## src/rtl/if_stage.sv

```systemverilog
// -----------------------------------------------------------------------------
// if_stage -- instruction fetch stage with IF/ID pipeline register
//
// Holds the program counter and the IF/ID register of a simple in-order
// pipeline. The PC is presented directly to instruction memory. Next-PC
// priority is jump > taken branch > sequential (PC+4 when memory is ready,
// otherwise hold). The hazard unit gates PC and IF/ID updates and can flush
// IF/ID with a bubble. A saturating counter records non-advancing fetch cycles.
//
// Ports
//   clk          in   1   rising-edge clock
//   rst          in   1   synchronous active-high reset
//   pcWrite      in   1   PC update enable (hazard unit)
//   IFIDWrite    in   1   IF/ID update enable (hazard unit)
//   ifNop        in   1   load a bubble into IF/ID
//   jump         in   1   jump redirect request
//   jumpTarget   in  32   jump destination
//   branchTaken  in   1   resolved branch taken
//   branchTarget in  32   branch destination
//   imemData     in  32   instruction word at imemAddr
//   imemReady    in   1   imemData valid this cycle
//   imemAddr     out 32   current PC (register output)
//   IDInst       out 32   IF/ID instruction
//   IDPCPlus4    out 32   IF/ID PC+4
//   IDValid      out  1   IF/ID holds a real instruction
//   stallCycles  out 16   saturating count of non-advancing fetch cycles
// -----------------------------------------------------------------------------
module if_stage (
  input  logic        clk,
  input  logic        rst,
  input  logic        pcWrite,
  input  logic        IFIDWrite,
  input  logic        ifNop,
  input  logic        jump,
  input  logic [31:0] jumpTarget,
  input  logic        branchTaken,
  input  logic [31:0] branchTarget,
  input  logic [31:0] imemData,
  input  logic        imemReady,
  output logic [31:0] imemAddr,
  output logic [31:0] IDInst,
  output logic [31:0] IDPCPlus4,
  output logic        IDValid,
  output logic [15:0] stallCycles
);

  logic [31:0] pc_q, pc_d;
  logic [31:0] inst_q, inst_d;
  logic [31:0] pc4_q, pc4_d;
  logic        valid_q, valid_d;
  logic [15:0] stall_q, stall_d;

  logic [31:0] pc_plus4;
  logic [31:0] redirect_tgt;
  logic        redirect_req;
  logic        redirect_load;
  logic        stall_event;

  always_comb begin
    pc_plus4      = pc_q + 32'd4;   // wraps modulo 2^32
    redirect_req  = jump | branchTaken;
    // Redirect targets are word aligned: low two bits forced to zero.
    redirect_tgt  = (jump ? jumpTarget : branchTarget) & ~32'd3;
    redirect_load = pcWrite & redirect_req;

    pc_d = pc_q;
    if (pcWrite) begin
      if (redirect_req)   pc_d = redirect_tgt;
      else if (imemReady) pc_d = pc_plus4;
    end

    inst_d  = inst_q;
    pc4_d   = pc4_q;
    valid_d = valid_q;
    if (IFIDWrite) begin
      if (!ifNop && imemReady) begin
        inst_d  = imemData;
        pc4_d   = pc_plus4;
        valid_d = 1'b1;
      end else begin
        inst_d  = '0;
        pc4_d   = '0;
        valid_d = 1'b0;
      end
    end

    // A cycle counts as stalled when the PC does not advance and no redirect
    // was taken; loading a redirect is forward progress even without data.
    stall_event = !redirect_load && (!pcWrite || !imemReady);
    stall_d     = stall_q;
    if (stall_event && (stall_q != '1)) stall_d = stall_q + 16'd1;
  end

  always_ff @(posedge clk) begin
    if (rst) begin
      pc_q    <= '0;
      inst_q  <= '0;
      pc4_q   <= '0;
      valid_q <= 1'b0;
      stall_q <= '0;
    end else begin
      pc_q    <= pc_d;
      inst_q  <= inst_d;
      pc4_q   <= pc4_d;
      valid_q <= valid_d;
      stall_q <= stall_d;
    end
  end

  assign imemAddr    = pc_q;
  assign IDInst      = inst_q;
  assign IDPCPlus4   = pc4_q;
  assign IDValid     = valid_q;
  assign stallCycles = stall_q;

endmodule

```

## config.mk

```make
export PLATFORM = sky130hd
export DESIGN_NAME = if_stage
export DESIGN_NICKNAME = d
export VERILOG_FILES = /design/src/rtl/if_stage.sv
export SDC_FILE = /design/constraint.sdc
export NUM_CORES = 1
export LEC_CHECK = 0
export ABC_AREA = 0
export ABC_CLOCK_PERIOD_IN_PS = 1900
export CAP_MARGIN = 40
export CORE_UTILIZATION = 39
export CTS_BUF_LIST = sky130_fd_sc_hd__clkbuf_4
export CTS_CLUSTER_DIAMETER = 80
export DETAILED_ROUTE_END_ITERATION = 7
export HOLD_SLACK_MARGIN = 0.08
export PLACE_DENSITY_LB_ADDON = 0.12
export SYNTH_ARGS = -nofsm -noshare
export SYNTH_HDL_FRONTEND = slang
export SYNTH_SLANG_ARGS = --single-unit
```

## constraint.sdc

```tcl
create_clock -name clk -period 1.9 [get_ports clk]
set_clock_uncertainty 0.2 [all_clocks]
set_input_delay 0.19 -clock clk [delete_from_list [all_inputs] [get_ports clk]]
set_output_delay 0.19 -clock clk [all_outputs]
set_load 0.01 [all_outputs]
```

==> Yosys cells after proc, flatten, opt, wreduce, memory -nomap -nowiden <==
Index checks and enable logic that the tools add are counted.
{ "totals": {"ff_bits": 113, "input_bits": 104} }
{ "op_classes": {"addsub": 2, "n_eq_ne": 1, "muxes": 6, "n_bitwise": 2, "reduce_logical": 10} }
{ "ops": {"columns": ["operator", "count"], "rows": [
  ["32-bit two-way mux", 5],
  ["32-bit by 3-bit adder with 32-bit output, second input constant", 1],
  ["16-bit by 1-bit adder with 16-bit output, second input constant", 1],
  ["16-bit != test, second input constant", 1],
  ["1-bit zero test", 4],
  ["1-bit logical AND", 3],
  ["2-bit AND reduction", 1],
  ["2-bit nonzero test", 1],
  ["1-bit AND", 1],
  ["1-bit logical OR", 1],
  ["1-bit two-way mux", 1],
  ["1-bit bitwise OR", 1]
]} }

==> Depth between registers and ports, before layout <==
Gate-level depths: netlist (run 1).
{ "depth": {"depth_word": 5, "ltp_mapped": 8} }

==> Least setup slack after synthesis (run 1) <==
No wires, ideal clock.
{ "synth_timing": {"path_type": "register -> register", "startpoint": "register pc_q[2] (netlist: imemAddr[2])", "endpoint": "register pc_q[30] (netlist: imemAddr[30])", "setup_ns": 0.120, "arrival_ns": 1.721, "slack_ns": -0.141, "path_stages_with_launch": 7, "period_less_slack_ns": 2.041, "cell_sequence": "dfxtp_1 ha_1 and4_1 nand4_2 nor3_2 a21oi_1 a211o_1"} }
{ "synth_via": {"elab_chain_cells": 3} }
{ "synth_rtl": {"columns": ["item", "line_no", "rtl"], "rows": [
  ["start, declared", "47", "logic [31:0] pc_q, pc_d;"],
  ["start signal, assigned", "102", "pc_q <= pc_d;"],
  ["32-bit by 3-bit adder with 32-bit output", "60", "pc_plus4 = pc_q + 32'd4;"],
  ["32-bit two-way mux", "69", "else if (imemReady) pc_d = pc_plus4;"],
  ["32-bit two-way mux", "68", "if (redirect_req) pc_d = redirect_tgt;"]
]} }
Every way passes these cells. The select of a mux whose other input is x is not followed.
A chain may end at the register's enable or synchronous reset.

==> Worst setup path in the final report (run 1) <==
{ "layout_timing": {"startpoint": "register pc_q[3] (netlist: imemAddr[3])", "endpoint": "register pc_q[25] (netlist: imemAddr[25])"} }
Same word-level chain as after synthesis.

==> out/results.tsv, run 1 <==
metric	value	unit
Clock Tree Root	clkbuf_4	
worst hold slack	0.0886	ns
Async SR Flop Fraction	0	%
largest net degree at the start of global routing	44	
Reg power frac	51.4	%
core box area	13500	um^2
number of synthesized flops with an enable pin	0	
Rows	42	
hpwl dp	14500	um
Layout Nets	1067	
Die Wd	121	um
Least-Margin Pin Slew	0.506	ns
Distinct cells, synth	69	
net switching power figure	1.47	mW
Tcrit/Tclk final	105	%
CTS tree	built	
Worst-path clk slew	0.18	ns
total gr overflow	0	
design internal power	3.26	mW
Avg Cell Area, Syn	8.60	um^2
final hold violation count	0	
Tot Pwr	4.72	mW
FMAX	499	MHz
Crit Path Class	reg -> reg	
final setup TNS	-0.407	ns
layout cells sized above 1	28.0	%
register area	2270	um^2
switch share	31.0	%
critical path arrival	2.26	ns
io pins	217	
initial core utilization	40.6	%
antenna viol nets, final	0	
PortBufs	208	
most frequent cells in the layout	clkdlybuf4s50_1 (164), buf_4 (123), nor2_1 (77)	
height of the die	121	um
Comb pwr share	23.3	%
Seq/Total Area, Yosys	39.8	%
synth warn	0	
clock latency on the worst-skew pair	0.51	ns
pre-CTS setup slack	-0.348	ns
CTS Buffer Depth	2	
design area	9500	um^2
failing checks	negative setup slack	
status	finished with violations	
Critical Path RT	2.15	ns
Max Cap Viol	0	
clock share of power	25.3	%
DRT Wirelength	20800	um
Final Non-Filler Cells	1143	
Worst VDD drop	0.452	mV
most common cell after layout, fill and taps aside	clkdlybuf4s50_1	
initial antenna violation count	1	
via count	6271	
CP Capture Type	register	
area grow syn2layout	73.0	%
Leak Pwr	4.00	nW
Pwr Density	497	nW/um^2
Worst setup SP type	register	
global-route wire length before repair	31100	um
Max-Slew Margin vs Limit	66.1	%
post-layout util	70.3	%
DRT iter0 DRCs	383	
vias per inst	5.49	
CP max FO	4	
First-pass DRT Iterations	5	
Multi-input gate area	3440	um^2
Setup WS post-layout	-0.104	ns
Synth Instances	638	
unrepaired setup endpoints after global routing	yes	
Fillers	1078	
Placed Area	8410	um^2
Post-Synthesis Cell Area	5490	um^2
full die area	14600	um^2
# placed instances	1074	
clock sink count	109	
total track usage	27.1	%
HP Class	in -> reg	
dominant synthesized flop cell	dfxtp_1	
vias in the first global route	6019	
Yosys reg bits	109	
CTS buffer count	9	
post-layout minimum cycle time	2.00	ns
final setup fails	10	
max-slew violation count	0	
Routability Congestion	0.884	
Post-route DRC	0	
DR WL/cell	18.2	um
htree depth	3	
## cell type report
class	count	share of cell area, %
inverter	13	0.514
tap	176	2.32
clock inverter	7	0.711
multi-input combinational	462	36.2
antenna	1	0.0264
sequential	109	23.9
timing repair buffer	366	35.6
clock buffer	9	0.711
## cells in the mapped netlist, types with 5 or more instances
library cell  instances  area share [%]
a21oi_1              29             2.6
a22o_1               31             4.9
a22oi_1              49             6.7
and4_1                5            0.80
buf_1                 6            0.41
buf_2                11             1.0
clkbuf_1             34             2.3
dfxtp_1             109              40
inv_1                13            0.89
mux2i_1               6             1.1
nand2_1              37             2.5
nand3_1              19             1.7
nand4_1              13             1.5
nor2_1               83             5.7
nor3_1               19             1.7
nor4_1                5            0.57
o211ai_1              6            0.82
o21ai_0              26             2.4
o31ai_1               6            0.82
xnor2_1              24             3.8
xor2_1               16             2.6
## kinds of logic after synthesis
kind of cell             after synthesis  share of synthesized area [%]
AND/OR/NAND/NOR                      212                           20.0
AO/OA/AOI/OAI                        197                           26.7
flip-flops                           109                           39.8
buffers and inverters                 70                           5.36
XOR/XNOR                              40                           6.38
multiplexers                           7                           1.30
adder cells (fa/ha/maj)                2                          0.456
other                                  1                         0.0683
## registers in the layout (all words and copies together), names as in the netlist
name / flops
IDInst: 32
IDPCPlus4: 30
IDValid: 1
imemAddr: 30
stallCycles: 16
## routing by layer
layer	track usage, %	vias to the layer above	share of wire [%]
met5	0	-	0
met4	7.33	0	1.2
met3	6.08	20	6.1
met2	46.8	227	50
met1	33.8	3031	42
li1	-	2993	-
## worst max-delay path, stage by stage (launching register included)
cell,delay (ns)
dfxtp_2,0.40
buf_6,0.11
nand4_1,0.14
buf_4,0.19
or4_4,0.46
nor4_4,0.22
o21ai_1,0.08
a21oi_1,0.13
## power groups by stage
stage | registers [mW] | clock network, mW | logic, mW
2_1_floorplan | 2.52 | 0 | 0.381
3_3_place_gp | 2.47 | 0 | 0.995
3_5_place_dp | 2.48 | 0 | 1.01
4_1_cts | 2.43 | 1.21 | 1.04
5_1_grt | 2.44 | 1.31 | 1.17
6_report | 2.43 | 1.20 | 1.10
## timing repair
item                                   in CTS  in global routing
hold buffers                               18                  1
endpoints found under the hold margin      53                  1
pin swaps                                  17                 34
gates cloned                                0                  0
setup buffers                              13                 20
setup endpoints to repair                  79                 63
gates resized for setup                    98                 81
## final timing paths
| check | start | to | slack, ns | depth (start not counted) |
|---|---|---|---|---|
| setup / recovery | imemAddr[3] | imemAddr[25] | -0.10 | 7 |
| hold / removal | imemData[3] | IDInst[3] | 0.09 | 3 |
| setup reg to reg | imemAddr[3] | imemAddr[25] | -0.10 | 7 |
| hold reg to reg | IDPCPlus4[12] | IDPCPlus4[12] | 0.30 | 1 |
No activity file was read; power rests on OpenSTA's default activity.
==> inputs of run 2 (changes only) <==
- SLEW_MARGIN: not set -> 20
==> results of run 2 <==
The final DEF is identical to that of run 1; final timing and power are the same.
